`src/rtl/circle_seg_animator_if.sv`:
```
// Display-side bundle for the circle animator: control inputs plus segment/digit/position outputs.
// The master drives the display; the slave supplies enable/dir and observes the rest.
interface circle_seg_animator_if #(
  parameter int NUM_DIGITS = 4
);
  localparam int PW = $clog2(2 * NUM_DIGITS);

  logic                  enable;
  logic                  dir;
  logic [7:0]            seg;
  logic [NUM_DIGITS-1:0] an;
  logic [PW-1:0]         pos;
  logic                  step;

  modport master (
    input  enable,
    input  dir,
    output seg,
    output an,
    output pos,
    output step
  );

  modport slave (
    output enable,
    output dir,
    input  seg,
    input  an,
    input  pos,
    input  step
  );
endinterface

```
`src/rtl/circle_seg_animator.sv`:
```
// Walks a circle around a top/bottom loop over NUM_DIGITS multiplexed 7-seg digits; seg/an are
// registered one cycle after pos/scan state. No backpressure: scan is free-running, animation gated by enable.
module circle_seg_animator #(
  parameter int NUM_DIGITS     = 4,
  parameter int STEP_DIV       = 25000000,
  parameter int SCAN_DIV       = 50000,
  parameter bit SEG_ACTIVE_LOW = 1'b0,
  parameter bit AN_ACTIVE_LOW  = 1'b1
) (
  input  logic                  clk,
  input  logic                  rst_n,
  circle_seg_animator_if.master bus
);

  localparam int PW = $clog2(2 * NUM_DIGITS);
  localparam int IW = (NUM_DIGITS > 1) ? $clog2(NUM_DIGITS) : 1;
  localparam int SW = (STEP_DIV > 1) ? $clog2(STEP_DIV) : 1;
  localparam int CW = (SCAN_DIV > 1) ? $clog2(SCAN_DIV) : 1;

  localparam logic [PW-1:0] POS_LAST  = PW'(2 * NUM_DIGITS - 1);
  localparam logic [PW-1:0] POS_NDIG  = PW'(NUM_DIGITS);
  localparam logic [IW-1:0] IDX_LAST  = IW'(NUM_DIGITS - 1);
  localparam logic [SW-1:0] STEP_LAST = SW'(STEP_DIV - 1);
  localparam logic [CW-1:0] SCAN_LAST = CW'(SCAN_DIV - 1);

  localparam logic [7:0] PAT_HIGH = 8'b0110_0011;
  localparam logic [7:0] PAT_LOW  = 8'b0101_1100;
  localparam logic [7:0] PAT_OFF  = 8'h00;

  localparam logic [7:0]            SEG_XOR = {8{SEG_ACTIVE_LOW}};
  localparam logic [NUM_DIGITS-1:0] AN_XOR  = {NUM_DIGITS{AN_ACTIVE_LOW}};

  logic [SW-1:0]         step_cnt;
  logic [CW-1:0]         scan_cnt;
  logic [IW-1:0]         scan_idx;
  logic [PW-1:0]         pos_q;
  logic                  step_q;
  logic [7:0]            seg_q;
  logic [NUM_DIGITS-1:0] an_q;

  logic                  tick;
  logic                  scan_wrap;
  logic [PW-1:0]         pos_nxt;
  logic [PW-1:0]         idx_ext;
  logic                  hi_hit;
  logic                  lo_hit;
  logic [7:0]            pat;
  logic [NUM_DIGITS-1:0] an_hot;

  always_comb begin
    tick      = bus.enable && (step_cnt == STEP_LAST);
    scan_wrap = (scan_cnt == SCAN_LAST);

    pos_nxt = pos_q;
    if (bus.dir) begin
      pos_nxt = (pos_q == '0) ? POS_LAST : pos_q - PW'(1);
    end else begin
      pos_nxt = (pos_q == POS_LAST) ? '0 : pos_q + PW'(1);
    end

    // Top row runs left to right; the bottom row maps back right to left.
    idx_ext = PW'(scan_idx);
    hi_hit  = (pos_q < POS_NDIG) && (pos_q == idx_ext);
    lo_hit  = (pos_q >= POS_NDIG) && ((POS_LAST - pos_q) == idx_ext);

    pat = PAT_OFF;
    if (bus.enable) begin
      if (hi_hit) begin
        pat = PAT_HIGH;
      end else if (lo_hit) begin
        pat = PAT_LOW;
      end
    end

    an_hot = NUM_DIGITS'(1) << scan_idx;
  end

  always_ff @(posedge clk or negedge rst_n) begin
    if (!rst_n) begin
      step_cnt <= '0;
      scan_cnt <= '0;
      scan_idx <= '0;
      pos_q    <= '0;
      step_q   <= 1'b0;
      seg_q    <= PAT_OFF ^ SEG_XOR;
      an_q     <= AN_XOR;
    end else begin
      if (bus.enable) begin
        step_cnt <= tick ? '0 : step_cnt + SW'(1);
      end
      if (tick) begin
        pos_q <= pos_nxt;
      end
      step_q <= tick;

      scan_cnt <= scan_wrap ? '0 : scan_cnt + CW'(1);
      if (scan_wrap) begin
        scan_idx <= (scan_idx == IDX_LAST) ? '0 : scan_idx + IW'(1);
      end

      // seg and an sample the same scan_idx so a digit never shows its neighbour's pattern.
      seg_q <= pat ^ SEG_XOR;
      an_q  <= an_hot ^ AN_XOR;
    end
  end

  assign bus.seg  = seg_q;
  assign bus.an   = an_q;
  assign bus.pos  = pos_q;
  assign bus.step = step_q;

endmodule
```
`src/flat_wrapper.sv`:
```
// flat-port wrapper written by rule: the top's interface ports become plain ports
module circle_seg_animator_flat 
#(
  parameter int NUM_DIGITS     = 4,
  parameter int STEP_DIV       = 25000000,
  parameter int SCAN_DIV       = 50000,
  parameter bit SEG_ACTIVE_LOW = 1'b0,
  parameter bit AN_ACTIVE_LOW  = 1'b1
)
  (clk, rst_n, bus_enable, bus_dir, bus_seg, bus_an, bus_pos, bus_step);
  circle_seg_animator_if #(.NUM_DIGITS(NUM_DIGITS)) bus_i ();
  input  logic clk;
  input  logic rst_n;
  input wire logic [$bits(bus_i.enable)-1:0] bus_enable;
  input wire logic [$bits(bus_i.dir)-1:0] bus_dir;
  output wire logic [$bits(bus_i.seg)-1:0] bus_seg;
  output wire logic [$bits(bus_i.an)-1:0] bus_an;
  output wire logic [$bits(bus_i.pos)-1:0] bus_pos;
  output wire logic [$bits(bus_i.step)-1:0] bus_step;
  assign bus_i.enable = bus_enable;
  assign bus_i.dir = bus_dir;
  assign bus_seg = bus_i.seg;
  assign bus_an = bus_i.an;
  assign bus_pos = bus_i.pos;
  assign bus_step = bus_i.step;
  circle_seg_animator #(.NUM_DIGITS(NUM_DIGITS), .STEP_DIV(STEP_DIV), .SCAN_DIV(SCAN_DIV), .SEG_ACTIVE_LOW(SEG_ACTIVE_LOW), .AN_ACTIVE_LOW(AN_ACTIVE_LOW)) u_core (.clk(clk), .rst_n(rst_n), .bus(bus_i));
endmodule
```
`config.mk`:
```
export PLATFORM = sky130hd
export DESIGN_NAME = circle_seg_animator_flat
export DESIGN_NICKNAME = d
export VERILOG_FILES = /design/src/rtl/circle_seg_animator_if.sv /design/src/rtl/circle_seg_animator.sv /design/src/flat_wrapper.sv
export SDC_FILE = /design/constraint.sdc
export NUM_CORES = 1
export LEC_CHECK = 0
export CAP_MARGIN = 25
export CORE_UTILIZATION = 30
export DETAILED_ROUTE_END_ITERATION = 8
export GPL_TIMING_DRIVEN = 0
export SETUP_SLACK_MARGIN = 0.15
export SLEW_MARGIN = 20
export SYNTH_ARGS = -nofsm -noshare
export SYNTH_HDL_FRONTEND = slang
export SYNTH_SLANG_ARGS = --single-unit
```
`constraint.sdc`:
```
create_clock -name clk -period 5.34 [get_ports clk]
set_input_delay 1.068 -clock clk [delete_from_list [all_inputs] [get_ports clk]]
set_output_delay 1.068 -clock clk [all_outputs]
set_load 0.02 [all_outputs]
```
==> results of run 1 <==
==> per-layer routing <==
metal,vias up,GRT usage
met2,18,0.163
met1,851,0.155
li1,892,-
met4,0,0.0224
met5,-,0
met3,0,0.0284
==> flip-flops by register name, summed over array words and instances, names as in the netlist <==
name and flops:
u_core.bus.seg 3, u_core.scan_idx 2, u_core.step_cnt 25, u_core.scan_cnt 16, u_core.bus.pos 3, u_core.bus.step 1
u_core.bus.an 4
==> placed cells by master, fill, tap and decap left out, types with 2 or more instances in the layout <==
cell	count
and3_1	4
and3_2	2
and4_1	2
buf_4	6
clkbuf_1	2
clkbuf_8	5
clkdlybuf4s50_1	17
dfrtp_1	50
dfstp_2	4
ha_1	10
inv_1	14
nand2_1	17
nand3_1	17
nand3_2	3
nand4_1	13
nor2_1	26
nor2b_1	3
nor3_1	5
nor3_2	2
nor4_1	2
nor4bb_1	2
o21ai_0	7
or2_2	2
or3_1	2
or4_1	2
xnor2_1	17
xor2_1	19
==> worst min path at each step <==
stage | from | to | slack, ps | cells after the start
2_1_floorplan | u_core.scan_cnt[0] | u_core.scan_cnt[0] | 450 | 1
5_1_grt | u_core.step_cnt[10] | u_core.step_cnt[10] | 520 | 1
3_5_place_dp | u_core.scan_cnt[0] | u_core.scan_cnt[0] | 480 | 1
4_1_cts | u_core.scan_cnt[0] | u_core.scan_cnt[0] | 500 | 1
6_report | u_core.scan_cnt[0] | u_core.scan_cnt[0] | 500 | 1
3_3_place_gp | u_core.scan_cnt[0] | u_core.scan_cnt[0] | 480 | 1
==> cell usage after synthesis (all sizes together), types with 2 or more instances <==
master,count
dfrtp,50
nor2,26
nand3,20
xor2,19
nand2,17
xnor2,17
inv,14
nand4,13
ha,10
buf,7
nor3,7
o21ai,7
and3,6
dfstp,4
nor4,4
nor2b,3
or4,3
and4,2
clkbuf,2
nor4bb,2
or2,2
or3,2
==> cell families (layout without fill, tap and decap cells) <==
| family | count (synthesis) | after routing | synth area share |
|---|---|---|---|
| multiplexers | 2 | 2 | 0.00806 |
| AND/OR/NAND/NOR | 111 | 111 | 0.239 |
| flip-flops | 54 | 54 | 0.514 |
| XOR/XNOR | 36 | 36 | 0.119 |
| AO/OA/AOI/OAI | 12 | 12 | 0.0275 |
| buffers and inverters | 23 | 49 | 0.0431 |
| other | 1 | 1 | 0.00142 |
| adder cells (fa/ha/maj) | 10 | 10 | 0.0474 |
==> area by class of cell <==
cell class / count / share of cell area
plain buffers: 9 / 0.0202
inverters: 14 / 0.0173
repair buffers: 18 / 0.0585
clock inverters: 3 / 0.00700
well taps: 105 / 0.0432
multi-input cells: 172 / 0.385
flip-flops and latches: 54 / 0.446
clock buffers: 5 / 0.0226
==> worst max-delay path: stages <==
cell	delay [ps]
clkdlybuf4s50_1	520
clkbuf_1	330
nand3_1	120
nor2_1	220
and3_2	270
buf_2	230
nor2_1	80
==> through the flow <==
step	setup WS [ps]	util	cell area, sq um	power (uW)
2_1_floorplan	3090	-	2640	519
3_3_place_gp	1500	0.352	2950	546
3_5_place_dp	2350	0.352	2950	548
4_1_cts	2670	0.363	3040	779
5_1_grt	2580	0.363	3040	811
6_report	2690	0.363	3040	767
==> where the power goes <==
| part | switching [uW] | total (uW) | internal (uW) |
|---|---|---|---|
| Combinational | 35.5 | 71.3 | 35.8 |
| Sequential | 33.2 | 467 | 434 |
| Clock | 137 | 229 | 92.5 |
| Total | 206 | 767 | 562 |
==> summary.txt, run 1 <==
Worst Setup SP -> bus_enable
TNS Setup -> 0 ps
R2R setup slack -> 3370 ps
crit path to -> u_core.step_cnt[3]
Initial Utilization -> 0.315
TritonCTS Sinks -> 54
highest routed metal layer -> met3
crit share post-route -> 0.496
post-route antenna net violation count -> 0
fin cells -> 380
DP Wirelength -> 3240 um
Total Routing Usage GR -> 0.108
Post-Syn Area -> 0.00264 sq mm
endpoints failing setup -> 0
met3 wire len -> 83 um
Buffers on Ports -> 18
Clock Path Buffers -> 2
fillers -> 847
cts repair resizes -> 0
R2R depth -> 5
power per cell area -> 253 mW/mm^2
reg-to-reg startpoint -> u_core.step_cnt[8]
Final Hold Vio Count -> 0
Root Driver -> clkbuf_8
Hold WC Path Type -> reg2reg
GP Congestion -> 0.727
Net Count, Synth -> 263
maxcap violations -> 0
initial antenna violation count -> 0
Synth top area share -> 0.474
vias after detailed routing -> 1,761
area taken by multi-input logic gates -> 0.00117 sq mm
VDD IR-drop max -> 0.116 mV
layout cells sized above 1 -> 0.120
average wire per standard cell -> 12.0 um
drt total wl -> 4550 um
iteration-0 DRC count of the detailed router -> 80
Die ar. -> 0.00918 sq mm
CTS tree -> done
DRC -> 0
vias in the first global route -> 1,632
placed cell count -> 372
number of enable flip-flop cells after synthesis -> 0
first-pass GRT wire length -> 7710 um
worst hold slack -> 497 ps
Metal-1 WL -> 2390 um
Least-Margin Pin Slew -> 679 ps
leading area contributor after synthesis -> dfrtp_1
Ys Warns -> 0
Synth cell types -> 42
final slew viol count -> 0
critical setup path kind -> in2reg
H-tree levels -> 2
Synth Flop Type -> dfrtp_1
Seq/Total Area, Yosys -> 0.514
Synth Register Bits -> 54
Fmax -> 377 MHz
slew margin rel. -> 0.547
Worst EP required -> 5530 ps
Mapped Avg Cell Area -> 10.6 sq um
minimum clock period -> 2650 ps
Setup crit end kind -> flip-flop
Die Wd -> 95.8 um
largest net degree at the start of global routing -> 55
Cells after Synth -> 249
area grow syn2layout -> 15.1%
Pleak -> 0.00134 uW
total CTS buffers -> 5
residual overflow from global routing -> 0
RSZ-0062 raised after global routing -> false
Max Fanout on Critical Path -> 10
worst skew pair latency -> 310 ps
DR pass1 iterations -> 4
Area contributors post-synth -> dfrtp_1 47%, xor2_1 6.3%, xnor2_1 5.6%, ha_1 4.7%, dfstp_2 4.0%
Reg-to-Reg End -> u_core.step_cnt[3]
crit path DAT -> 2840 ps
Post-CTS Setup Repair Bufs -> 0
Startpoint Class -> input port
average vias per placed instance -> 4.63
Reg clk slew, reported paths -> 100 ps
Core Box Area -> 0.00838 sq mm
fin nets -> 288
Core Rows -> 33
Final Skew -> 9.68 ps
status -> finished, final reports clean
diodes inserted -> 0
hold-fix buffers at CTS -> 0
wire length on met2 -> 2090 um
Reg area -> 0.00136 sq mm
Ports -> 20
die span in y -> 95.8 um
Async SR Flop Fraction -> 1.00
Power figures use the tool's default switching activity.
==> run 2: changes to the inputs <==
clock period = 2.6 ns   (was 5.34 ns; I/O delays follow)
==> results of run 2 <==
Same layout as run 1 (identical final DEF). Status: finished, final reports clean.
Main changes from that run: setup slack after placement 2350 ps -> 158 ps; setup slack after layout 2690 ps -> 498 ps; hold slack 497 ps -> 236 ps; register-to-register setup slack 3370 ps -> 630 ps; total power 767 uW -> 1580 uW; worst IR drop on VDD 0.116 mV -> 0.238 mV
